## src/rtl/fifo_byte_reader.sv

```systemverilog
// rtl/fifo_byte_reader.sv - FIFO read side: pops words and streams them out as header + MS-first bytes
module fifo_byte_reader #(
    parameter int         WORD_WIDTH  = 32,
    parameter int         BYTES_SENT  = 2,
    parameter int         HEADER_EN   = 1,
    parameter logic [7:0] HEADER_BYTE = 8'hA5,
    parameter int         CNT_WIDTH   = 16
) (
    input  logic                  clk,
    input  logic                  rst,
    input  logic                  fifo_empty,
    output logic                  fifo_rd_en,
    input  logic [WORD_WIDTH-1:0] fifo_data,
    output logic [7:0]            tx_data,
    output logic                  tx_valid,
    input  logic                  tx_ready,
    output logic                  busy,
    output logic [CNT_WIDTH-1:0]  word_count
);

    localparam int IDX_W = (BYTES_SENT > 1) ? $clog2(BYTES_SENT) : 1;
    localparam logic [IDX_W-1:0] IDX_LAST = IDX_W'(BYTES_SENT - 1);

    typedef enum logic [2:0] {
        S_IDLE,
        S_POP,
        S_CAP,
        S_HDR,
        S_BYTE
    } state_t;

    state_t                  r_state;
    state_t                  w_state_nxt;
    logic [WORD_WIDTH-1:0]   r_word;
    logic [WORD_WIDTH-1:0]   w_word_nxt;
    logic [IDX_W-1:0]        r_idx;
    logic [IDX_W-1:0]        w_idx_nxt;
    logic [CNT_WIDTH-1:0]    r_count;
    logic [CNT_WIDTH-1:0]    w_count_nxt;
    logic [7:0]              r_data;
    logic [7:0]              w_data_nxt;
    logic                    r_rd_en;
    logic                    r_valid;
    logic                    r_busy;
    logic                    w_accept;
    logic                    w_last;
    logic [WORD_WIDTH+7:0]   w_shifted;
    logic                    w_unused_hi;

    assign w_accept = r_valid && tx_ready;
    assign w_last   = (r_state == S_BYTE) && w_accept && (r_idx == '0);

    always_ff @(posedge clk) begin
        if (!rst) begin
            r_state <= S_IDLE;
        end else begin
            r_state <= w_state_nxt;
        end
    end

    always_comb begin
        w_state_nxt = r_state;
        case (r_state)
            S_IDLE:  if (!fifo_empty) w_state_nxt = S_POP;
            S_POP:   w_state_nxt = S_CAP;
            S_CAP:   w_state_nxt = (HEADER_EN != 0) ? S_HDR : S_BYTE;
            S_HDR:   if (w_accept) w_state_nxt = S_BYTE;
            S_BYTE:  if (w_last) w_state_nxt = fifo_empty ? S_IDLE : S_POP;
            default: w_state_nxt = S_IDLE;
        endcase
    end

    // Outputs are computed one cycle ahead from the next state so every port is a flop.
    always_comb begin
        w_word_nxt  = (r_state == S_CAP) ? fifo_data : r_word;
        w_idx_nxt   = r_idx;
        w_count_nxt = r_count;
        if (r_state == S_CAP) begin
            w_idx_nxt = IDX_LAST;
        end else if ((r_state == S_BYTE) && w_accept && (r_idx != '0)) begin
            w_idx_nxt = r_idx - IDX_W'(1);
        end
        if (w_last) begin
            w_count_nxt = r_count + CNT_WIDTH'(1);
        end
        w_data_nxt = 8'h00;
        if (w_state_nxt == S_HDR) begin
            w_data_nxt = HEADER_BYTE;
        end else if (w_state_nxt == S_BYTE) begin
            w_data_nxt = w_shifted[7:0];
        end
    end

    assign w_shifted   = {8'h00, w_word_nxt} >> {w_idx_nxt, 3'b000};
    assign w_unused_hi = ^w_shifted[WORD_WIDTH+7:8];

    always_ff @(posedge clk) begin
        if (!rst) begin
            r_word  <= '0;
            r_idx   <= '0;
            r_count <= '0;
            r_data  <= 8'h00;
            r_rd_en <= 1'b0;
            r_valid <= 1'b0;
            r_busy  <= 1'b0;
        end else begin
            r_word  <= w_word_nxt;
            r_idx   <= w_idx_nxt;
            r_count <= w_count_nxt;
            r_data  <= w_data_nxt;
            r_rd_en <= (w_state_nxt == S_POP);
            r_valid <= (w_state_nxt == S_HDR) || (w_state_nxt == S_BYTE);
            r_busy  <= (w_state_nxt != S_IDLE);
        end
    end

    assign fifo_rd_en = r_rd_en;
    assign tx_data    = r_data;
    assign tx_valid   = r_valid;
    assign busy       = r_busy;
    assign word_count = r_count;

endmodule

```

## config.mk

```make
export PLATFORM = sky130hd
export DESIGN_NAME = fifo_byte_reader
export DESIGN_NICKNAME = d
export VERILOG_FILES = /design/src/rtl/fifo_byte_reader.sv
export SDC_FILE = /design/constraint.sdc
export NUM_CORES = 1
export LEC_CHECK = 0
export ABC_AREA = 1
export CORE_MARGIN = 3
export CORE_UTILIZATION = 44
export DETAILED_ROUTE_END_ITERATION = 10
export GPL_TIMING_DRIVEN = 0
export PLACE_DENSITY = 0.75
export SLEW_MARGIN = 0
export SYNTH_ARGS = -nofsm -noshare
export SYNTH_HDL_FRONTEND = slang
export SYNTH_SLANG_ARGS = --single-unit
```

## constraint.sdc

```tcl
create_clock -name clk -period 2 [get_ports clk]
set_input_delay 0.3 -clock clk [delete_from_list [all_inputs] [get_ports clk]]
set_output_delay 0.3 -clock clk [all_outputs]
set_load 0.01 [all_outputs]
```

**Yosys cells after proc, flatten, opt, wreduce, memory -nomap -nowiden**

Index checks and enable logic that the tools add are counted.

- Multiplexer cells: 10
- $mul: 0
- Add/sub/neg operators: 2
- Equal/unequal tests: 7
- Reductions and logical operators: 8
- Div/mod/pow operators: 0
- Shifts and indexed selects: 1
- Magnitude comparators: 0
- Bitwise gates (word level): 3

Operator list:

| cell | number |
|---|---|
| two-way mux 32 bit | 1 |
| right shift 32 x 4 -> 8 bit | 1 |
| adder 16 x 1 -> 16 bit (second input constant) | 1 |
| two-way mux 8 bit | 2 |
| case mux 3 bit (5 select lines) | 1 |
| == test 3 x 2 -> 1 bit (second input constant) | 3 |
| two-way mux 3 bit | 3 |
| == test 3 x 1 -> 1 bit (second input constant) | 2 |
| == test 3 bit (second input constant) | 2 |
| logical AND 1 bit | 4 |
| logical NOT 3 bit | 1 |
| two-way mux 1 bit | 3 |
| NOT 1 bit | 3 |
| nonzero test 3 bit | 1 |
| OR reduction 3 bit | 1 |
| logical OR 1 bit | 1 |
| subtractor 1 bit (second input constant) | 1 |

- RAM bits: 0
- Latch bits: 0
- Flip-flop bits (word level): 63
- Logic and storage cells: 40
- Bits in read-only memories: 0
- Memories kept: 0
- Output and inout port bits: 27

**Logic depth before layout (Yosys ltp)**

Gate-level depths: netlist of the first run.

- Depth after elaboration: 8
- Gate-level depth with buffers: 10
- Depth with buffers taken out: 10

**Worst setup path after synthesis of the first run**

Ideal clock, no wire load.

- Path kind: reg-to-reg
- From: register r_count[0] (netlist: word_count[0])
- To: register r_count[12] (netlist: word_count[12])
- Buffers on the path: 0
- Arrival: 1176 ps
- Setup slack: 705 ps
- Cell stages (with the launch flop): 9
- Clock period less this slack: 1295 ps
- Required time: 1880 ps
- Setup time: 120 ps
- Path through: dfxtp_1 -> ha_1 -> inv_1 -> nor2_1 -> nand3_1 -> nand2_1 -> nand2_1 -> nand2_1 -> a21oi_1

- Word-level cells in the longest chain between the ends: 1

Ends and longest elaborated chain:

| item | RTL line | text |
|---|---|---|
| from (decl) | 38 | `logic [CNT_WIDTH-1:0] r_count;` |
| from (signal assigned) | 109 | `r_count <= w_count_nxt;` |
| adder 16 x 1 -> 16 bit | 84 | `w_count_nxt = r_count + CNT_WIDTH'(1);` |

Every way passes these cells.
A chain may end at the register's enable or synchronous reset.

**Final worst setup path of the first run**

- From: register r_count[10] (netlist: word_count[10])
- To: output port word_count[10]

RTL lines:

| item | RTL line | text |
|---|---|---|
| to (decl) | 18 | `output logic [CNT_WIDTH-1:0] word_count` |

No word-level cell between the ends.

==> flow_metrics.tcl, run 1 <==
set metrics [dict create \
    cts_resized 0 \
    holdCritPathClass "input pin to flip-flop" \
    ant_nets 0 \
    antenna_found_initial 0 \
    die_w_um 77.4 \
    fin_setup_tns_ps 0 \
    fin_crit_sh_pct 81.0 \
    io-pin-count 63 \
    worst-path-buf-inv 1 \
    fin_util_pct 59.7 \
    fillers 454 \
    synth_seq_area_share_pct 42.0 \
    dpl_cell_area_um2 2780 \
    final_hold_viol_count 0 \
    clockBufferDepth 2 \
    rsz0062_at_grt "false" \
    wl_per_cell_um 10.8 \
    dieArea_um2 5990 \
    relSlewSlack_pct 78.7 \
    fp-row-count 25 \
    start_util_pct 46.5 \
    core-area_um2 4820 \
    holdPathStages 3 \
    worstHoldEndpoint "word_count[8]$_SDFFE_PN0P_" \
    ys_warn_count 0 \
    min_from "rst" \
    hpwl_mm 3.53 \
    r2r-start "word_count[0]$_SDFFE_PN0P_" \
    syn-cell-area_um2 2240 \
    hold_ws_ps 318 \
    reg2reg_slack_ps 580 \
    cts-root-buf "clkbuf_8" \
    worst_skew_pair.late_latency_ps 300 \
    fmax_mhz 617 \
    dr.pass1.iters 4 \
    slew_violations 0 \
    worst_path_max_delay_cell "clkdlybuf4s50_1" \
    synthCells 314 \
    clk_pin_slew_ps 90 \
    worst_slack_ps 380 \
    synth_nets 351 \
    r2r_cells 8 \
    worstSetupStartpointType "flip-flop" \
    overflow 0 \
    vias 2006 \
    critical_path_class "flip-flop to primary output" \
    cts.sink_count 47 \
    status "finished, final reports clean" \
    fin_skew_ps 8.19 \
    fin_area_um2 2880 \
    critPathArrivalTime_ps 1320 \
    track_usage_pct 16.1 \
    endpoint_kind "primary output" \
    grt_pass1_wl_mm 7.79 \
    io_buffers 45 \
    die_y_um 77.4 \
    required_ps 1700 \
    grt_pass1_vias 1756 \
    power_density_nw_per_um2 651 \
    final_cells 434 \
    maxCapViolations 0 \
    area_delta_synth_final_pct 28.2 \
    numCtsBuffers 5 \
    irDropWorstVdd_mv 0.374 \
    drtIter0Drc 125 \
    p_total_mw 1.87 \
    drive_gt1_share_pct 13.9 \
    diodes 0 \
    critPathMaxStageDelay_ps 580 \
    drt-vias-per-instance 4.62 \
    wl_mm 4.69 \
    worstMarginPinSlew_ps 319 \
    layout_min_cycle_time_ps 1620 \
    synth.distinct_cells 30 \
    setup_violations 0 \
    grt_max_degree 16 \
    cts_tree "yes" \
    drc_errors 0 \
    critPathMaxFanout 5 \
    r2r-end "word_count[12]$_SDFFE_PN0P_" \
    ys_ff_latch 47 \
    crit_chain "clkdlybuf4s50_1" \
    post_cts_buffers 0 \
    dp_slack_ps 246 \
    p_leak_nw 1.24 \
    crit_family "buffers and inverters" \
    postSynthAreaPerCell_um2 7.14 \
    postCtsHoldBufs 0 \
    gp_congestion 0.879 \
    h-tree-depth 2 \
    nets 403 \
    dp.cells 426 \
]
## synthesized netlist by cell type, drive strengths merged
library cell / number / area (um^2)
buf: 8 / 65.1
a31oi: 1 / 6.26
nand4: 4 / 25.0
dfxtp: 47 / 941
inv: 32 / 123
nand3: 10 / 55.1
and3: 2 / 12.5
clkbuf: 1 / 13.8
ha: 1 / 12.5
o21bai: 1 / 7.51
xor2: 1 / 8.76
nor3b: 1 / 12.5
o21ai: 10 / 53.8
nor2: 39 / 216
nor3: 6 / 35.0
a21oi: 26 / 149
nand2: 124 / 505
## report_power, final
group	switching, mW	internal [mW]
Clock	0.326	0.283
Combinational	0.149	0.123
Sequential	0.0176	0.974
## layout make-up
type                            instances  area, um^2  share of cell area (%)
Clock buffer                            6        82.6                    2.87
Buffer                                  9        78.8                    2.74
Sequential cell                        47         941                    32.7
Timing Repair Buffer                   45         450                    15.7
Tap cell                               67        83.8                    2.92
Inverter                               32         123                    4.26
Clock inverter                          2        16.3                   0.566
Multi-Input combinational cell        226        1100                    38.3
## cells by family after synthesis
family	synth area share (%)
flip-flops	42.0
XOR/XNOR	0.391
adder cells (fa/ha/maj)	0.558
AND/OR/NAND/NOR	38.4
AO/OA/AOI/OAI	9.65
buffers and inverters	8.98
## cells in the final DEF, fill, tap and decap left out, types with 2 or more instances in the layout
master,count
nor2_4,3
buf_6,4
dfxtp_1,47
and3_1,2
o21ai_1,6
o21ai_0,3
nand4_1,4
nor2_2,6
clkbuf_8,7
inv_1,30
nand2_1,112
a21oi_1,21
a21oi_2,5
nor2_1,28
nand3_1,9
nand2_4,2
nor2_8,2
clkdlybuf4s50_1,45
buf_2,4
nand2_2,10
nor3_1,5
## layer usage
metal | wire length, um | global-route usage (%)
met1 | 2270 | 21.7
met2 | 2160 | 26.2
met3 | 209 | 2.67
met4 | 55 | 5.34
met5 | 0 | 0
## worst max-delay path by stage
stage                                 from                     endpoint  slack, ps  cells after the start
5_1_grt        word_count[10]$_SDFFE_PN0P_               word_count[10]        320                      1
3_3_place_gp                      tx_ready  word_count[10]$_SDFFE_PN0P_        260                      9
4_1_cts        word_count[10]$_SDFFE_PN0P_               word_count[10]        360                      1
2_1_floorplan   word_count[0]$_SDFFE_PN0P_  word_count[12]$_SDFFE_PN0P_        700                      8
3_5_place_dp                      tx_ready  word_count[10]$_SDFFE_PN0P_        250                      9
6_report       word_count[10]$_SDFFE_PN0P_               word_count[10]        380                      1
## flip-flops by register name (all words and copies together) (netlist names)
register    cells
busy            1
fifo_rd_en      1
r_idx           1
r_state         3
r_word         16
tx_data         8
tx_valid        1
word_count     16
## worst register-to-register path: stages, from the launching register on
cell and delay [ps]:
dfxtp_1 400, ha_1 260, inv_1 60, nor2_1 280, nand3_1 120, nand2_1 70, nand2_1 40, nand2_1 50
a21oi_1 50
(Power assumes the default switching activity.)
==> inputs of run 2 (changes only) <==
--- a/config.mk
+++ b/config.mk
@@ -7,10 +7,10 @@
 export LEC_CHECK = 0
 export ABC_AREA = 1
 export CORE_MARGIN = 3
-export CORE_UTILIZATION = 44
+export CORE_UTILIZATION = 43
 export DETAILED_ROUTE_END_ITERATION = 10
 export GPL_TIMING_DRIVEN = 0
-export PLACE_DENSITY = 0.75
+export PLACE_DENSITY = 0.77
 export SLEW_MARGIN = 0
 export SYNTH_ARGS = -nofsm -noshare
 export SYNTH_HDL_FRONTEND = slang
==> constraint.sdc (replaced) <==
create_clock -name clk -period 1.43 [get_ports clk]
set_input_delay 0.2145 -clock clk [delete_from_list [all_inputs] [get_ports clk]]
set_output_delay 0.2145 -clock clk [all_outputs]
set_load 0.01 [all_outputs]
==> run 2 against run 1 <==
Against the previous run: wire length is 6.8% higher; critical path depth stayed put; worst hold slack worse by 76 ps; setup slack worse by 320 ps; clock power is 40% higher; clock skew is 0.80 ps lower; core utilization is 0.80 points higher.
==> flow_metrics.tcl, run 2 (synthesis gave the netlist of run 1 again) <==
set metrics [dict create \
    crit_family "buffers and inverters" \
    setup_violations 0 \
    critPathMaxStageDelay_ps 530 \
    cts.sink_count 47 \
    status "finished, final reports clean" \
    relSlewSlack_pct 82.1 \
    drtIter0Drc 114 \
    worst_path_max_delay_cell "clkdlybuf4s50_1" \
    dr.pass1.iters 4 \
    vias 2056 \
    slew_violations 0 \
    grt_pass1_wl_mm 8.45 \
    critical_path_class "flip-flop to primary output" \
    crit_chain "clkdlybuf4s50_1" \
    fin_setup_tns_ps 0 \
    worst-path-buf-inv 1 \
    io-pin-count 63 \
    h-tree-depth 2 \
    required_ps 1220 \
    comb_power_share_pct 15.2 \
    start_util_pct 45.9 \
    dieArea_um2 6120 \
    worst_slack_ps 58.1 \
    p_sw_uw 707 \
    mostFrequentLayoutCells "111 x nand2_1, 33 x dfxtp_1, 29 x inv_1, 27 x clkdlybuf4s50_1, 26 x nor2_1" \
    core-area_um2 4880 \
    ant_nets 0 \
    overflow 0 \
    fin_crit_sh_pct 95.9 \
    rsz0062_at_grt "true" \
    fin_skew_ps 7.38 \
    postCtsHoldBufs 0 \
    numCtsBuffers 5 \
    diodes 0 \
    cts_tree "yes" \
    irDropWorstVdd_mv 0.506 \
    dp_slack_ps -236 \
    layout_commonest_cell "nand2_1" \
    wl_per_cell_um 11.5 \
    switching_share_pct 26.7 \
    clkPwrFrac_pct 32.3 \
    fin_util_pct 60.5 \
    drc_errors 0 \
    die_y_um 78.2 \
    wl_mm 5.01 \
    dpl_cell_area_um2 2780 \
    endpoint_kind "primary output" \
    clk_pin_slew_ps 90 \
    die_w_um 78.2 \
    worstSetupStartpointType "flip-flop" \
    intPower_mw 1.94 \
    p_leak_nw 1.39 \
    track_usage_pct 17.2 \
    holdCritPathClass "input pin to flip-flop" \
    gp_congestion 0.851 \
    grt_max_degree 16 \
    p_seq_share_pct 52.5 \
    fmax_mhz 729 \
    layout_min_cycle_time_ps 1370 \
    final_hold_viol_count 0 \
    fillers 479 \
    area_delta_synth_final_pct 31.6 \
    drive_gt1_share_pct 19.8 \
    antenna_found_initial 0 \
    hpwl_mm 3.66 \
    worstMarginPinSlew_ps 267 \
    nets 405 \
    fp-row-count 25 \
    io_buffers 45 \
    p_total_mw 2.64 \
    worst_skew_pair.late_latency_ps 300 \
    cts-root-buf "clkbuf_8" \
    fin_area_um2 2950 \
    critPathArrivalTime_ps 1160 \
    power_density_nw_per_um2 896 \
    drt-vias-per-instance 4.72 \
    maxCapViolations 0 \
    clockBufferDepth 2 \
    critPathMaxFanout 1 \
    grt_pass1_vias 1980 \
]
-- run 2: cell types whose count changed in the layout (fill, tap and decap cells not counted), sizes merged --
| cell | delta |
|---|---|
| buf | +2 |
| clkdlybuf4s50 | -18 |
| dlygate4sd2 | +16 |
| dlymetal6s2s | +2 |
-- run 2: power by group through the flow --
stage               clock, mW  sequential [mW]  combinational, mW
floorplan                   0             1.42              0.239
global placement            0             1.42              0.374
detailed placement          0             1.42              0.383
CTS                     0.879             1.39              0.389
global route            0.954             1.40              0.450
finish                  0.854             1.39              0.402
-- run 2: final timing paths --
path                           endpoint                  startpoint  slack, ps  cells past startpoint
min          word_count[9]$_SDFFE_PN0P_                         rst        240                      3
min reg2reg  word_count[0]$_SDFFE_PN0P_  word_count[0]$_SDFFE_PN0P_        470                      1
max reg2reg  word_count[9]$_SDFFE_PN0P_       r_state[1]$_SDFF_PN0_         80                      8
max                          tx_data[4]       tx_data[4]$_SDFF_PP0_         60                      1
-- run 2: what timing repair did --
action	4_1_cts	5_1_grt
setup endpoints to repair	17	19
pin swaps	0	2
setup buffers	0	2
gates resized for setup	27	19
-- run 2: layout make-up --
type / count / area [um^2] / area share [%]
multi-input combinational: 226 / 1160 / 39.2
sequential: 47 / 961 / 32.6
timing repair buffer: 47 / 450 / 15.3
inverter: 32 / 123 / 4.15
tap: 67 / 83.8 / 2.84
clock buffer: 6 / 82.6 / 2.80
buffer: 9 / 78.8 / 2.67
clock inverter: 2 / 16.3 / 0.551
-- run 2: through the flow --
step	instances	hold slack (ps)
after floorplan	314	358
final	436	243
after global placement	426	453
after detailed placement	426	463
after CTS	434	226
after global routing	436	252
-- run 2: routing by layer --
layer	vias to the layer above	track usage, %	share of wire [%]
li1	1088	-	-
met1	914	20.6	44
met2	46	29.4	50
met3	8	3.44	4.4
met4	0	8.39	2.0
met5	-	0	0
